File: src/rtl/ex_mem_stage.sv
// ============================================================================
// ex_mem_stage
// ----------------------------------------------------------------------------
// EX/MEM pipeline register for the pipelined RV32I core. The stage sits right
// after the ALU and does four things:
//   * registers the ALU result, store data and control bits for MEM;
//   * resolves conditional branches (from ALU compare bit 0) and JAL/JALR;
//   * issues a one-cycle registered redirect to fetch on a taken transfer;
//   * kills the single wrong-path instruction that follows a taken transfer.
// The hazard unit can hold the stage (stall) or insert a bubble (flush).
// Priority: reset > flush > stall > normal capture.
//
// Ports
//   clk, reset            clock, synchronous active-high reset
//   stall, flush          hazard-unit hold / bubble requests
//   ex_*                  EX-stage instruction fields and control bits
//   mem_*                 registered instruction fields for MEM
//   redirect_valid/_pc    one-cycle fetch redirect and its target
//   misalign_err          sticky flag: a taken target had bit 1 set
//
// Optional feature
//   EX_MEM_BRANCH_STATS_EN  when defined, adds br_taken_cnt / br_total_cnt
//                           (32-bit wrapping branch statistics counters).
// ============================================================================
module ex_mem_stage #(
   parameter int DATA_WIDTH = 32,
   parameter int REG_ADDR_W = 5
) (
   input  logic                  clk,
   input  logic                  reset,
   input  logic                  stall,
   input  logic                  flush,
   input  logic                  ex_valid,
   input  logic [DATA_WIDTH-1:0] ex_pc,
   input  logic [DATA_WIDTH-1:0] ex_imm,
   input  logic [DATA_WIDTH-1:0] ex_alu_result,
   input  logic [DATA_WIDTH-1:0] ex_store_data,
   input  logic [REG_ADDR_W-1:0] ex_rd,
   input  logic                  ex_reg_write,
   input  logic                  ex_mem_read,
   input  logic                  ex_mem_write,
   input  logic [2:0]            ex_funct3,
   input  logic                  ex_branch,
   input  logic                  ex_jal,
   input  logic                  ex_jalr,
   output logic                  mem_valid,
   output logic [DATA_WIDTH-1:0] mem_result,
   output logic [DATA_WIDTH-1:0] mem_store_data,
   output logic [REG_ADDR_W-1:0] mem_rd,
   output logic                  mem_reg_write,
   output logic                  mem_mem_read,
   output logic                  mem_mem_write,
   output logic [2:0]            mem_funct3,
   output logic                  redirect_valid,
   output logic [DATA_WIDTH-1:0] redirect_pc,
   output logic                  misalign_err
`ifdef EX_MEM_BRANCH_STATS_EN
   ,
   output logic [31:0]           br_taken_cnt,
   output logic [31:0]           br_total_cnt
`endif
);

   // SHADOW means the instruction now in EX is on the wrong path of a taken
   // transfer that was captured last cycle and must be killed.
   typedef enum logic {
      RUN    = 1'b0,
      SHADOW = 1'b1
   } state_t;

   state_t state_reg;

   logic                  kill;
   logic                  live;
   logic                  is_jump;
   logic                  taken;
   logic [DATA_WIDTH-1:0] jalr_sum;
   logic [DATA_WIDTH-1:0] target;
   logic [DATA_WIDTH-1:0] pc_plus_4;
   logic [DATA_WIDTH-1:0] result_next;
   logic                  ctrl_en;

   always_comb begin
      kill      = (state_reg == SHADOW);
      live      = ex_valid & ~kill;
      is_jump   = ex_jal | ex_jalr;
      taken     = live & (is_jump | (ex_branch & ex_alu_result[0]));
      jalr_sum  = ex_alu_result + ex_imm;
      pc_plus_4 = ex_pc + DATA_WIDTH'(4);
      // JALR clears bit 0 of its sum; JAL and branches are PC-relative.
      if (ex_jalr)
         target = {jalr_sum[DATA_WIDTH-1:1], 1'b0};
      else
         target = ex_pc + ex_imm;
      result_next = is_jump ? pc_plus_4 : ex_alu_result;
      // Branches never write anything; killed or invalid slots are bubbles.
      ctrl_en = live & ~ex_branch;
   end

   always_ff @(posedge clk) begin
      if (reset) begin
         state_reg      <= RUN;
         mem_valid      <= 1'b0;
         mem_result     <= '0;
         mem_store_data <= '0;
         mem_rd         <= '0;
         mem_reg_write  <= 1'b0;
         mem_mem_read   <= 1'b0;
         mem_mem_write  <= 1'b0;
         mem_funct3     <= '0;
         redirect_valid <= 1'b0;
         redirect_pc    <= '0;
         misalign_err   <= 1'b0;
      end else if (flush) begin
         // Bubble into MEM; any taken transfer in EX this cycle is dropped
         // and a pending redirect is cancelled for good.
         state_reg      <= RUN;
         mem_valid      <= 1'b0;
         mem_reg_write  <= 1'b0;
         mem_mem_read   <= 1'b0;
         mem_mem_write  <= 1'b0;
         redirect_valid <= 1'b0;
      end else if (stall) begin
         // Stage registers hold. The redirect is a pulse, so it still falls
         // after its one cycle rather than being repeated.
         redirect_valid <= 1'b0;
      end else begin
         state_reg      <= taken ? SHADOW : RUN;
         mem_valid      <= live;
         mem_result     <= result_next;
         mem_store_data <= ex_store_data;
         mem_rd         <= ex_rd;
         mem_reg_write  <= ctrl_en & ex_reg_write;
         mem_mem_read   <= ctrl_en & ex_mem_read;
         mem_mem_write  <= ctrl_en & ex_mem_write;
         mem_funct3     <= ex_funct3;
         redirect_valid <= taken;
         if (taken) begin
            // Fetch always receives a word-aligned target; the error is sticky.
            redirect_pc <= {target[DATA_WIDTH-1:2], 2'b00};
            if (target[1])
               misalign_err <= 1'b1;
         end
      end
   end

`ifdef EX_MEM_BRANCH_STATS_EN
   always_ff @(posedge clk) begin
      if (reset) begin
         br_taken_cnt <= '0;
         br_total_cnt <= '0;
      end else if (!flush && !stall && live && ex_branch) begin
         br_total_cnt <= br_total_cnt + 32'd1;
         if (ex_alu_result[0])
            br_taken_cnt <= br_taken_cnt + 32'd1;
      end
   end
`endif

endmodule
File: config.mk
export PLATFORM = sky130hd
export DESIGN_NAME = ex_mem_stage
export DESIGN_NICKNAME = d
export VERILOG_FILES = /design/src/rtl/ex_mem_stage.sv
export SDC_FILE = /design/constraint.sdc
export NUM_CORES = 1
export LEC_CHECK = 0
export BUFFER_PORTS_ARGS = -buffer_cell sky130_fd_sc_hd__buf_2
export CAP_MARGIN = 20
export CORE_AREA = 3 3 150 188
export CTS_CLUSTER_DIAMETER = 50
export DETAILED_ROUTE_END_ITERATION = 8
export DIE_AREA = 0 0 153 191
export HOLD_SLACK_MARGIN = 0.08
export PLACE_DENSITY = 0.5
export RECOVER_POWER = 50
export SLEW_MARGIN = 30
export SYNTH_ARGS = -nofsm -noshare
export SYNTH_HDL_FRONTEND = slang
export SYNTH_SLANG_ARGS = --single-unit
File: constraint.sdc
create_clock -name clk -period 4.2 [get_ports clk]
set_input_delay 0.42 -clock clk [delete_from_list [all_inputs] [get_ports clk]]
set_output_delay 0.42 -clock clk [all_outputs]
set_load 0.05 [all_outputs]
Yosys cells after proc, flatten, opt, wreduce, memory -nomap -nowiden --
Cells that the tools add are included.
Cells by class: add/sub/neg operators 3, multipliers 0, div/mod/pow operators 0, $lt $le $gt $ge 0, eq/ne operators 0, shift operators 0, mux-type cells 3, bitwise gates (word level) 13, reductions and logical operators 5
Operator list (count):
- $add A32 B32 Y32 | 2
- $mux W32 | 2
- $add A32 B3 Y32 const B | 1
- $and A1 B1 Y1 | 7
- $not A1 Y1 | 4
- $reduce_and A4 Y1 | 1
- $reduce_and A3 Y1 | 1
- $reduce_or A3 Y1 | 1
- $or A1 B1 Y1 | 2
- $reduce_and A2 Y1 | 1
- $reduce_or A2 Y1 | 1
- $mux W1 | 1
Word-level totals: register bits after elaboration 109, bits in latches 0, memory bits (writable) 0, bits in read-only memories 0, input port bits 147, output and inout port bits 110, word-level logic and storage cells 36, memories kept 0

Depth between registers and ports, before layout --
Gate-level depths: netlist of run 1.
depth after elaboration 4, depth in mapped cells 12, mapped depth without buffers 12

Worst setup path before layout of run 1 --
OpenSTA, ideal clock, no wires.
kind input to register, start point input ex_pc[2], end point register redirect_pc[26], setup time 0.074 ns, arrival 2.794 ns, required time 4.126 ns, path slack 1.332 ns, cell stages on the path 11, path buffers 0, cell sequence ha_1 nor2b_1 o31a_1 o31a_1 o21a_1 a211o_1 a41o_1 a41oi_2 mux2i_1 nand2_1 a31oi_1
Between the ends: cells in the longest elaborated chain, start to end 2
Ends and longest elaborated chain:
- start: declaration | line 34 | input logic [DATA_WIDTH-1:0] ex_pc,
- $add A32 B32 Y32 | line 94 | target = ex_pc + ex_imm;
- $mux W32 | line 91 | if (ex_jalr)
- end signal: assignment | line 140 | redirect_pc <= {target[DATA_WIDTH-1:2], 2'b00};
- end: declaration | line 55 | output logic [DATA_WIDTH-1:0] redirect_pc,
No other way between the ends. A chain may end at the register's enable or synchronous reset.

Worst setup path after layout of run 1 --
start point input ex_imm[1], end point register redirect_pc[30]
Between the ends: cells in the longest elaborated chain, start to end 2, elaborated cells on any way between the ends 3, classes of those cells 2 x add/sub; 1 x mux
Ends and longest elaborated chain:
- start: declaration | line 35 | input logic [DATA_WIDTH-1:0] ex_imm,
- $add A32 B32 Y32 (on tied branches) | line 94, 88
- $mux W32 * | line 91
Mark *: on every way between the ends. The rest lies on a longest branch, timed or not.

==> results of run 1 <==
worst max path at each step:
stage / end / slack [ns] / cells after the start
floorplan: redirect_pc[26] / 1.33 / 11
global placement: redirect_pc[26] / 0.93 / 12
detailed placement: redirect_pc[30] / 0.88 / 13
CTS: redirect_pc[30] / 1.28 / 13
global route: redirect_pc[30] / 0.99 / 13
finish: redirect_pc[30] / 1.20 / 13
registers in the layout, summed over array words and instances, names as in the netlist:
signal and flops:
kill 1, mem_funct3 3, mem_mem_read 1, mem_mem_write 1
mem_rd 5, mem_reg_write 1, mem_result 32, mem_store_data 32
mem_valid 1, misalign_err 1, redirect_pc 30, redirect_valid 1
cell type report:
type                            instances  area share
Multi-Input combinational cell        881       0.566
Inverter                               13     0.00506
Sequential cell                       109       0.226
Antenna cell                            4     0.00104
Timing Repair Buffer                  263       0.126
Tap cell                              345      0.0448
Clock buffer                           10      0.0248
Clock inverter                          6     0.00545
report_power, final:
part	switching [mW]	total, mW	leakage (nW)	internal [mW]
sequential	0.0270	1.11	0.891	1.08
combinational	0.726	1.09	2.96	0.366
clock	0.443	0.873	0.143	0.430
logic make-up after synthesis:
logic type / Yosys count / share of synthesized area
xor+xnor: 76 / 0.0841
mux: 9 / 0.0114
other cells: 1 / 0.000474
compound gates: 340 / 0.272
buf+inv: 74 / 0.0364
simple gates: 391 / 0.218
fa+ha+maj: 63 / 0.102
flops: 109 / 0.276
placed cells by master, fill, tap and decap left out, types with 7 or more instances in the layout:
| cell | count |
|---|---|
| nor3_1 | 28 |
| ha_1 | 61 |
| nand2b_1 | 9 |
| clkbuf_1 | 95 |
| inv_1 | 12 |
| o21a_1 | 7 |
| buf_2 | 158 |
| xnor2_1 | 36 |
| nor2_1 | 120 |
| xor2_1 | 40 |
| a21oi_1 | 141 |
| clkbuf_16 | 9 |
| o211ai_1 | 7 |
| a31oi_1 | 9 |
| a21o_1 | 28 |
| dfxtp_1 | 109 |
| buf_4 | 9 |
| nand3_1 | 30 |
| nand4_1 | 12 |
| o21ai_0 | 46 |
| nand2_1 | 148 |
| mux2i_1 | 9 |
| a211oi_1 | 50 |
| and3_1 | 7 |
critical path, delay by kind of cell:
| kind | cells | cell delay [ns] |
|---|---|---|
| compound gates | 6 | 1.64 |
| fa+ha+maj | 1 | 0.45 |
| simple gates | 3 | 0.40 |
| buf+inv | 2 | 0.19 |
| xor+xnor | 1 | 0.17 |
routing by layer:
layer	global-route usage	routed length, um
met1	0.220	12300
met2	0.387	16200
met3	0.0442	1510
met4	0.0521	427
met5	0	20
==> impl_metrics.csv, run 1 <==
group,metric,value,unit
place,gp_congestion,0.914,
worst_setup_path,cp-end-kind,"flop",
timing,fmax,0.334,GHz
drt,drt_iter0_markers,424,
place,place_hpwl,24.4,mm
clocking,post_cts_resized,0,
worst_setup_path,rrSetupSlack,2.21,ns
cells_and_area,area_growth,21.9,%
floorplanning,die_w,153,um
synth,synth_top_area_share,0.276,
worst_setup_path,reg2reg_depth,9,
place,placed_cell_area,0.00947,mm^2
drt,drc,0,
worst_setup_path,r2r_end,"redirect_pc[31]",
worst_setup_path,crit_path_frequent_cell,"nor2_1",
power_and_ir_drop,ir_drop,0.151,mV
clocking,postCtsHoldBufs,0,
timing,post-route-min-period,3.00,ns
synth,synthDistinctLibCells,67,
clocking,clock_path_buffers,2,
timing,hold_violations,0,
drt,dr.pass1.iters,5,
worst_setup_path,critPathKind,"input port to flop",
cells_and_area,num-fill-cells,3003,
synth,synth_area_leaders,"dfxtp_1 28%, ha_1 9.6%, a21oi_1 8.9%, nand2_1 7.0%, nor2_1 5.7%",
place,io_buffers,254,
place,dp_cells,1611,
drt,routedWlPerCell,18.7,um
clocking,htreeDepth,3,
global_routing,antenna_found_initial,6,
job,cap_viol_max_count,1,
cells_and_area,drive_above_1_share,0.153,
timing,finalSetupTns,0,ns
synth,ys_ff_latch,109,
timing,finalCritPeriodShare,0.713,
worst_setup_path,crit_chain,"buf_2 > inv_1 > fa_1 > nand2b_1 > a211oi_1 > nor2_1 > o31ai_2 > a211o_1 > o21a_1 > a31oi_1 > xnor2_1 > nor2_1 > a311oi_1",
synth,synth.most_common_cell,"nand2_1",
cells_and_area,fin_cells,1631,
timing,finalSetupViolCount,0,
synth,synth-edff-count,0,
worst_setup_path,slowest_delay,0.45,ns
worst_setup_path,cp_max_fo,4,
synth,async_flop_share,0,
power_and_ir_drop,p_leak,3.99,nW
run_status,status,"finished with violations",
drt,vias,8405,
floorplanning,rows,67,
timing,worst_pin_slew,1.76,ns
hold_path,hold_path_end,"mem_store_data[20]",
power_and_ir_drop,finalPower,3.08,mW
clocking,clk-insertion-delay-late,0.37,ns
global_routing,grt_pass1_vias,8136,
cells_and_area,post-route-util,0.361,
floorplanning,start_util,0.296,
synth,syn_inst,1063,
timing,fin_skew,0.00870,ns
clocking,clkTransAtPathRegs,0.08,ns
power_and_ir_drop,p_per_area,319,mW/mm^2
clocking,post-cts-setup-buffer-count,0,
drt,drt_wl_total,30.5,mm
hold_path,min_path_cells,3,
timing,hold_ws,0.276,ns
cells_and_area,final_nets,1487,
cells_and_area,multi_input_area,0.00546,mm^2
global_routing,grt_pass1_wl,46.1,mm
timing,slew_violations,77,
hold_path,hold_start,"ex_store_data[20]",
global_routing,grt_usage,0.200,
synth,synthTopCellsByCount,"148 x nand2_1, 141 x a21oi_1, 121 x nor2_1, 109 x dfxtp_1, 61 x ha_1",
worst_setup_path,r2r-start,"kill",
floorplanning,core,0.0267,mm^2
worst_setup_path,cp-start-kind,"input port",
clocking,clkSinkCount,109,
synth,yosys_warnings,0,
place,place_ws,0.881,ns
synth,avgSynthCellArea,7.44,um^2
clocking,cts_buffers,9,
timing,setup_ws,1.20,ns
floorplanning,dieArea,0.0292,mm^2
global_routing,grt-ovfl-total,0,
timing,max_slew_margin,-0.175,
floorplanning,die_h,191,um
worst_setup_path,crit_slowest_cell,"fa_1",
cells_and_area,regArea,0.00218,mm^2
clocking,cts_tree,"built",
synth,ys_seq_area_frac,0.276,
timing,rsz0062_at_grt,"false",
drt,ant_nets,0,
floorplanning,io_pins,257,
run_status,violations,"max-capacitance violations, max-slew violations",
worst_setup_path,startpoint,"ex_imm[1]",
hold_path,hold_class,"input port to flop",
synth,netlist_area,0.00791,mm^2
global_routing,grt_max_degree,77,
worst_setup_path,required,4.49,ns
worst_setup_path,worstPathArrival,3.28,ns
cells_and_area,fin_area,0.00965,mm^2
synth,synth_top_area_cell,"dfxtp_1",
clocking,clockRootBuffer,"clkbuf_16",
drt,vias_per_cell,5.15,
synth,synth_ff_type,"dfxtp_1",
(Power assumes the default switching activity.)
==> inputs of run 2 (changes only) <==
==> constraint.sdc (replaced) <==
create_clock -name clk -period 3.13 [get_ports clk]
set_input_delay 0.313 -clock clk [delete_from_list [all_inputs] [get_ports clk]]
set_output_delay 0.313 -clock clk [all_outputs]
set_load 0.05 [all_outputs]
==> run 2 against run 1 <==
The run still ends with max-capacitance violations, max-slew violations left. Clock skew fell by 0.0040 ns. Critical path depth rose by 2. Utilization rose by 0.91 points. Largest power group is now combinational cells. Count of clock-buffer cells in the layout fell by 1. Worst hold slack got worse by 0.10 ns. Die area did not move. Total power rose by 35%. First-iteration DRC count fell by 16%. Combinational power rose by 39%. Sequential power rose by 34%.
==> impl_metrics.csv, run 2 (synthesis gave the netlist of run 1 again) <==
group,metric,value,unit
cells_and_area,fin_cells,1662,
drt,drt_wl_total,30.5,mm
drt,vias_per_cell,5.08,
timing,max_slew_margin,-0.345,
place,placed_cell_area,0.00972,mm^2
worst_setup_path,crit_chain,"buf_2 > inv_1 > fa_1 > nand2b_1 > a211oi_1 > buf_4 > nor2_1 > o31ai_2 > a211o_1 > o21a_1 > buf_4 > a31oi_1 > xnor2_1 > nor2_1 > a311oi_1",
timing,fin_skew,0.00467,ns
clocking,clkSinkCount,109,
timing,finalSetupTns,0,ns
drt,dr.pass1.iters,5,
timing,rsz0062_at_grt,"false",
power_and_ir_drop,ir_drop,0.213,mV
drt,maxUsedRoutingLayer,"met5",
job,cap_viol_max_count,1,
timing,fmax,0.369,GHz
global_routing,grt_max_degree,89,
power_and_ir_drop,p_leak,4.13,nW
cells_and_area,drive_above_1_share,0.169,
timing,slew_violations,56,
timing,finalSetupViolCount,0,
cells_and_area,area_growth,25.0,%
timing,worst_pin_slew,2.02,ns
floorplanning,dieArea,0.0292,mm^2
power_and_ir_drop,p_sw_frac,0.390,
power_and_ir_drop,p_per_area,421,mW/mm^2
clocking,clk-insertion-delay-late,0.37,ns
place,place_hpwl,24.8,mm
power_and_ir_drop,power_switching,1.62,mW
floorplanning,die_w,153,um
drt,dr_wl_met2,16.6,mm
power_and_ir_drop,power_frac_comb,0.364,
worst_setup_path,crit_slowest_cell,"fa_1",
drt,routedWlPerCell,18.4,um
global_routing,grt_pass1_vias,8046,
place,io_buffers,254,
clocking,clock_path_buffers,2,
place,dp_cells,1643,
clocking,post-cts-setup-buffer-count,0,
global_routing,grt-ovfl-total,0,
drt,drt_iter0_markers,355,
drt,vias,8445,
drt,wl_met1,12.2,mm
clocking,clockRootBuffer,"clkbuf_16",
place,place_ws,0.0590,ns
drt,drc,0,
cells_and_area,layout_common_cells,"153 x buf_2, 148 x nand2_1, 141 x a21oi_1",
floorplanning,core,0.0267,mm^2
drt,ant_nets,0,
timing,hold_ws,0.173,ns
clocking,cts_tree,"built",
worst_setup_path,cp-end-kind,"flop",
global_routing,grt_usage,0.199,
worst_setup_path,cp_max_fo,4,
timing,setup_ws,0.420,ns
floorplanning,die_h,191,um
worst_setup_path,slowest_delay,0.44,ns
worst_setup_path,cp-start-kind,"input port",
run_status,status,"finished with violations",
floorplanning,io_pins,257,
clocking,post_cts_resized,0,
cells_and_area,mostFrequentLayoutCell,"buf_2",
hold_path,hold_class,"input port to flop",
power_and_ir_drop,internal-power,2.54,mW
cells_and_area,final_nets,1519,
worst_setup_path,critPathKind,"input port to flop",
clocking,cts_buffers,9,
timing,hold_violations,0,
clocking,postCtsHoldBufs,0,
cells_and_area,fin_area,0.00989,mm^2
worst_setup_path,required,3.41,ns
timing,post-route-min-period,2.71,ns
global_routing,antenna_found_initial,5,
global_routing,grt_pass1_wl,45.7,mm
power_and_ir_drop,clkPwrFrac,0.279,
cells_and_area,largestRegisters,"mem_result x32, mem_store_data x32, redirect_pc x30",
floorplanning,rows,67,
timing,finalCritPeriodShare,0.866,
power_and_ir_drop,seqPwrFrac,0.357,
worst_setup_path,worstPathArrival,2.99,ns
run_status,violations,"max-capacitance violations, max-slew violations",
floorplanning,start_util,0.296,
clocking,htreeDepth,3,
place,gp_congestion,0.909,
drt,dr_wl_met3,1.32,mm
clocking,clkTransAtPathRegs,0.08,ns
-- run 2: per-stage QoR --
stage | power, mW | utilization
floorplan | 2.55 | -
global placement | 3.06 | 0.363
detailed placement | 3.06 | 0.363
CTS | 4.24 | 0.374
global route | 4.43 | 0.370
finish | 4.16 | 0.370
-- run 2: area by class of cell --
type / count / area [um^2]
Inverter: 13 / 48.8
Clock buffer: 9 / 225
Tap cell: 345 / 432
Multi-Input combinational cell: 881 / 5460
Antenna cell: 3 / 7.51
Fill cell: 2947 / 16900
Clock inverter: 7 / 68.8
Sequential cell: 109 / 2180
Timing Repair Buffer: 295 / 1470
-- run 2: worst paths after layout --
check	start	to	slack, ns	cells after the start
setup / recovery	ex_imm[1]	redirect_pc[30]	0.42	15
hold / removal	ex_store_data[7]	mem_store_data[7]	0.17	3
hold reg to reg	mem_store_data[0]	mem_store_data[0]	0.46	2
setup reg to reg	kill	redirect_pc[31]	1.00	8
-- run 2: layer usage --
layer | vias to the layer above | track usage
met2 | 201 | 0.391
met5 | - | 0
met4 | 4 | 0.0473
met3 | 28 | 0.0358
met1 | 3885 | 0.219
li1 | 4327 | -
-- run 2: power by group through the flow --
| stage | sequential [mW] | clock [mW] | combinational [mW] |
|---|---|---|---|
| final | 1.49 | 1.16 | 1.51 |
| after global routing | 1.50 | 1.27 | 1.65 |
| after CTS | 1.49 | 1.21 | 1.54 |
| after detailed placement | 1.52 | 0 | 1.53 |
| after global placement | 1.52 | 0 | 1.54 |
| after floorplan | 1.75 | 0 | 0.795 |
-- run 2: critical path, delay by kind of cell --
family                     cells  cell delay (ns)
AOI/OAI and AO/OA              6             1.25
xor gates and xnor gates       1             0.18
adders and majority gates      1             0.44
buffers and inverters          4             0.44
and+or+nand+nor                3             0.35
==> inputs of run 3 (changes only) <==
==> constraint.sdc (replaced) <==
create_clock -name clk -period 2.7 [get_ports clk]
set_input_delay 0.27 -clock clk [delete_from_list [all_inputs] [get_ports clk]]
set_output_delay 0.27 -clock clk [all_outputs]
set_load 0.05 [all_outputs]
==> run 3 against run 2 <==
Cell count grew 5.4%. First-iteration DRC count shrank 12%. The run still ends with max-capacitance violations, max-slew violations left. Via count grew 3.9%. Non-clock buffer count grew 92.
==> impl_metrics.csv, run 3 (synthesis gave the netlist of run 1 again) <==
group,metric,value,unit
floorplanning,core,0.0267,mm^2
drt,routedWlPerCell,16.9,um
global_routing,antenna_found_initial,0,
cells_and_area,layout_common_cells,"156 x buf_2, 148 x nand2_1, 140 x a21oi_1",
job,cap_viol_max_count,1,
worst_setup_path,cp-start-kind,"input port",
cells_and_area,regArea,0.00218,mm^2
clocking,clkTransAtPathRegs,0.09,ns
worst_setup_path,crit_chain,"buf_2 > ha_1 > nor2b_1 > o31a_1 > o31a_1 > o21a_1 > a211o_1 > a41o_1 > a41oi_2 > mux2i_1 > nand2_1 > a31oi_1",
clocking,clock_path_buffers,2,
worst_setup_path,critPathKind,"input port to flop",
timing,worst_pin_slew,1.53,ns
run_status,violations,"max-capacitance violations, max-slew violations",
cells_and_area,final_nets,1611,
worst_setup_path,cp-end-kind,"flop",
cells_and_area,largestRegisters,"mem_result x32, mem_store_data x32, redirect_pc x30",
floorplanning,die_h,191,um
worst_setup_path,rrSetupSlack,0.93,ns
floorplanning,dieArea,0.0292,mm^2
worst_setup_path,crit_slowest_cell,"a211o_1",
power_and_ir_drop,p_per_area,482,mW/mm^2
worst_setup_path,crit_path_frequent_cell,"o31a_1",
floorplanning,die_w,153,um
place,placed_cell_area,0.0104,mm^2
hold_path,hold_start,"ex_store_data[11]",
place,place_ws,-0.348,ns
worst_setup_path,required,3.00,ns
worst_setup_path,r2r-start,"kill",
timing,finalSetupViolCount,0,
drt,drt_wl_total,29.7,mm
drt,ant_nets,0,
worst_setup_path,slowest_delay,0.35,ns
clocking,htreeDepth,3,
worst_setup_path,cp_top_family,"compound AO/OA/AOI/OAI gates",
cells_and_area,num-fill-cells,2902,
worst_setup_path,startpoint,"ex_pc[2]",
power_and_ir_drop,p_leak,4.61,nW
clocking,clk-insertion-delay-late,0.37,ns
clocking,clkSinkCount,109,
clocking,clockRootBuffer,"clkbuf_16",
timing,fin_skew,0.00915,ns
place,place_hpwl,23.8,mm
global_routing,grt-ovfl-total,0,
drt,drt_iter0_markers,314,
worst_setup_path,cp_max_fo,4,
timing,post-route-min-period,2.59,ns
global_routing,grt_usage,0.196,
clocking,cts_tree,"built",
cells_and_area,multi_input_area,0.00549,mm^2
run_status,status,"finished with violations",
hold_path,hold_class,"input port to flop",
global_routing,grt_max_degree,56,
timing,slew_violations,23,
drt,drc,0,
timing,fmax,0.386,GHz
timing,max_slew_margin,-0.0271,
timing,setup_ws,0.108,ns
timing,hold_violations,0,
timing,rsz0062_at_grt,"true",
cells_and_area,mostFrequentLayoutCell,"buf_2",
cells_and_area,area_growth,34.4,%
power_and_ir_drop,ir_drop,0.341,mV
drt,dr.pass1.iters,4,
clocking,cts_buffers,9,
cells_and_area,drive_above_1_share,0.228,
clocking,postCtsHoldBufs,0,
drt,vias,8774,
floorplanning,rows,67,
global_routing,grt_pass1_wl,46.1,mm
worst_setup_path,crit_buf_inv,1,
floorplanning,io_pins,257,
cells_and_area,fin_area,0.0106,mm^2
floorplanning,start_util,0.296,
global_routing,grt_pass1_vias,8522,
place,io_buffers,254,
drt,vias_per_cell,5.01,
cells_and_area,diodes,0,
timing,finalCritPeriodShare,0.960,
worst_setup_path,worstPathArrival,2.90,ns
place,gp_congestion,0.910,
==> run 3: layer usage <==
layer	global-route usage	vias up	share of wire
li1	-	4501	-
met2	0.333	240	0.47
met3	0.0310	42	0.044
met5	0	-	0
met4	0.0703	0	0.030
met1	0.252	3991	0.45
==> run 3: worst register-to-register path, stage by stage (launching register included) <==
cell and delay (ns):
dfxtp_1 0.31, nor2_1 0.09, nand2_1 0.12, or3_1 0.40, nor2_1 0.17, o21ai_0 0.12
nor3_1 0.20, o311a_1 0.19, a32o_1 0.12
==> run 3: worst paths after layout <==
path | to | cells past startpoint
setup reg to reg | redirect_pc[31] | 8
hold reg to reg | mem_result[2] | 2
hold / removal | mem_store_data[11] | 3
setup / recovery | redirect_pc[26] | 12
==> run 3: area by class of cell <==
cell class                      count  area share
Timing Repair Buffer              387       0.204
Clock inverter                      6     0.00718
Inverter                           13     0.00459
Sequential cell                   109       0.205
Clock buffer                       10      0.0225
Tap cell                          345      0.0406
Multi-Input combinational cell    881       0.516
==> run 3: what timing repair did <==
action	CTS	global route
buffers inserted	0	2
setup endpoints to repair	0	6
resized for setup	0	9
==> run 3: power breakdown <==
part	switching [mW]	leakage, nW	internal (mW)	total [mW]
logic	1.17	3.57	0.735	1.90
clock network	0.729	0.156	0.767	1.50
registers	0.0397	0.891	1.69	1.73
==> run 3: metrics by stage <==
step	power, mW	setup TNS, ns	util	instances	hold WS (ns)
2_1_floorplan	2.95	0	-	1064	0.351
3_3_place_gp	3.67	-2.86	0.390	1733	0.439
6_report	5.12	0	0.398	1751	0.132
4_1_cts	5.19	0	0.401	1749	0.114
3_5_place_dp	3.67	-3.05	0.390	1733	0.444
5_1_grt	5.44	-0.00463	0.398	1751	0.126
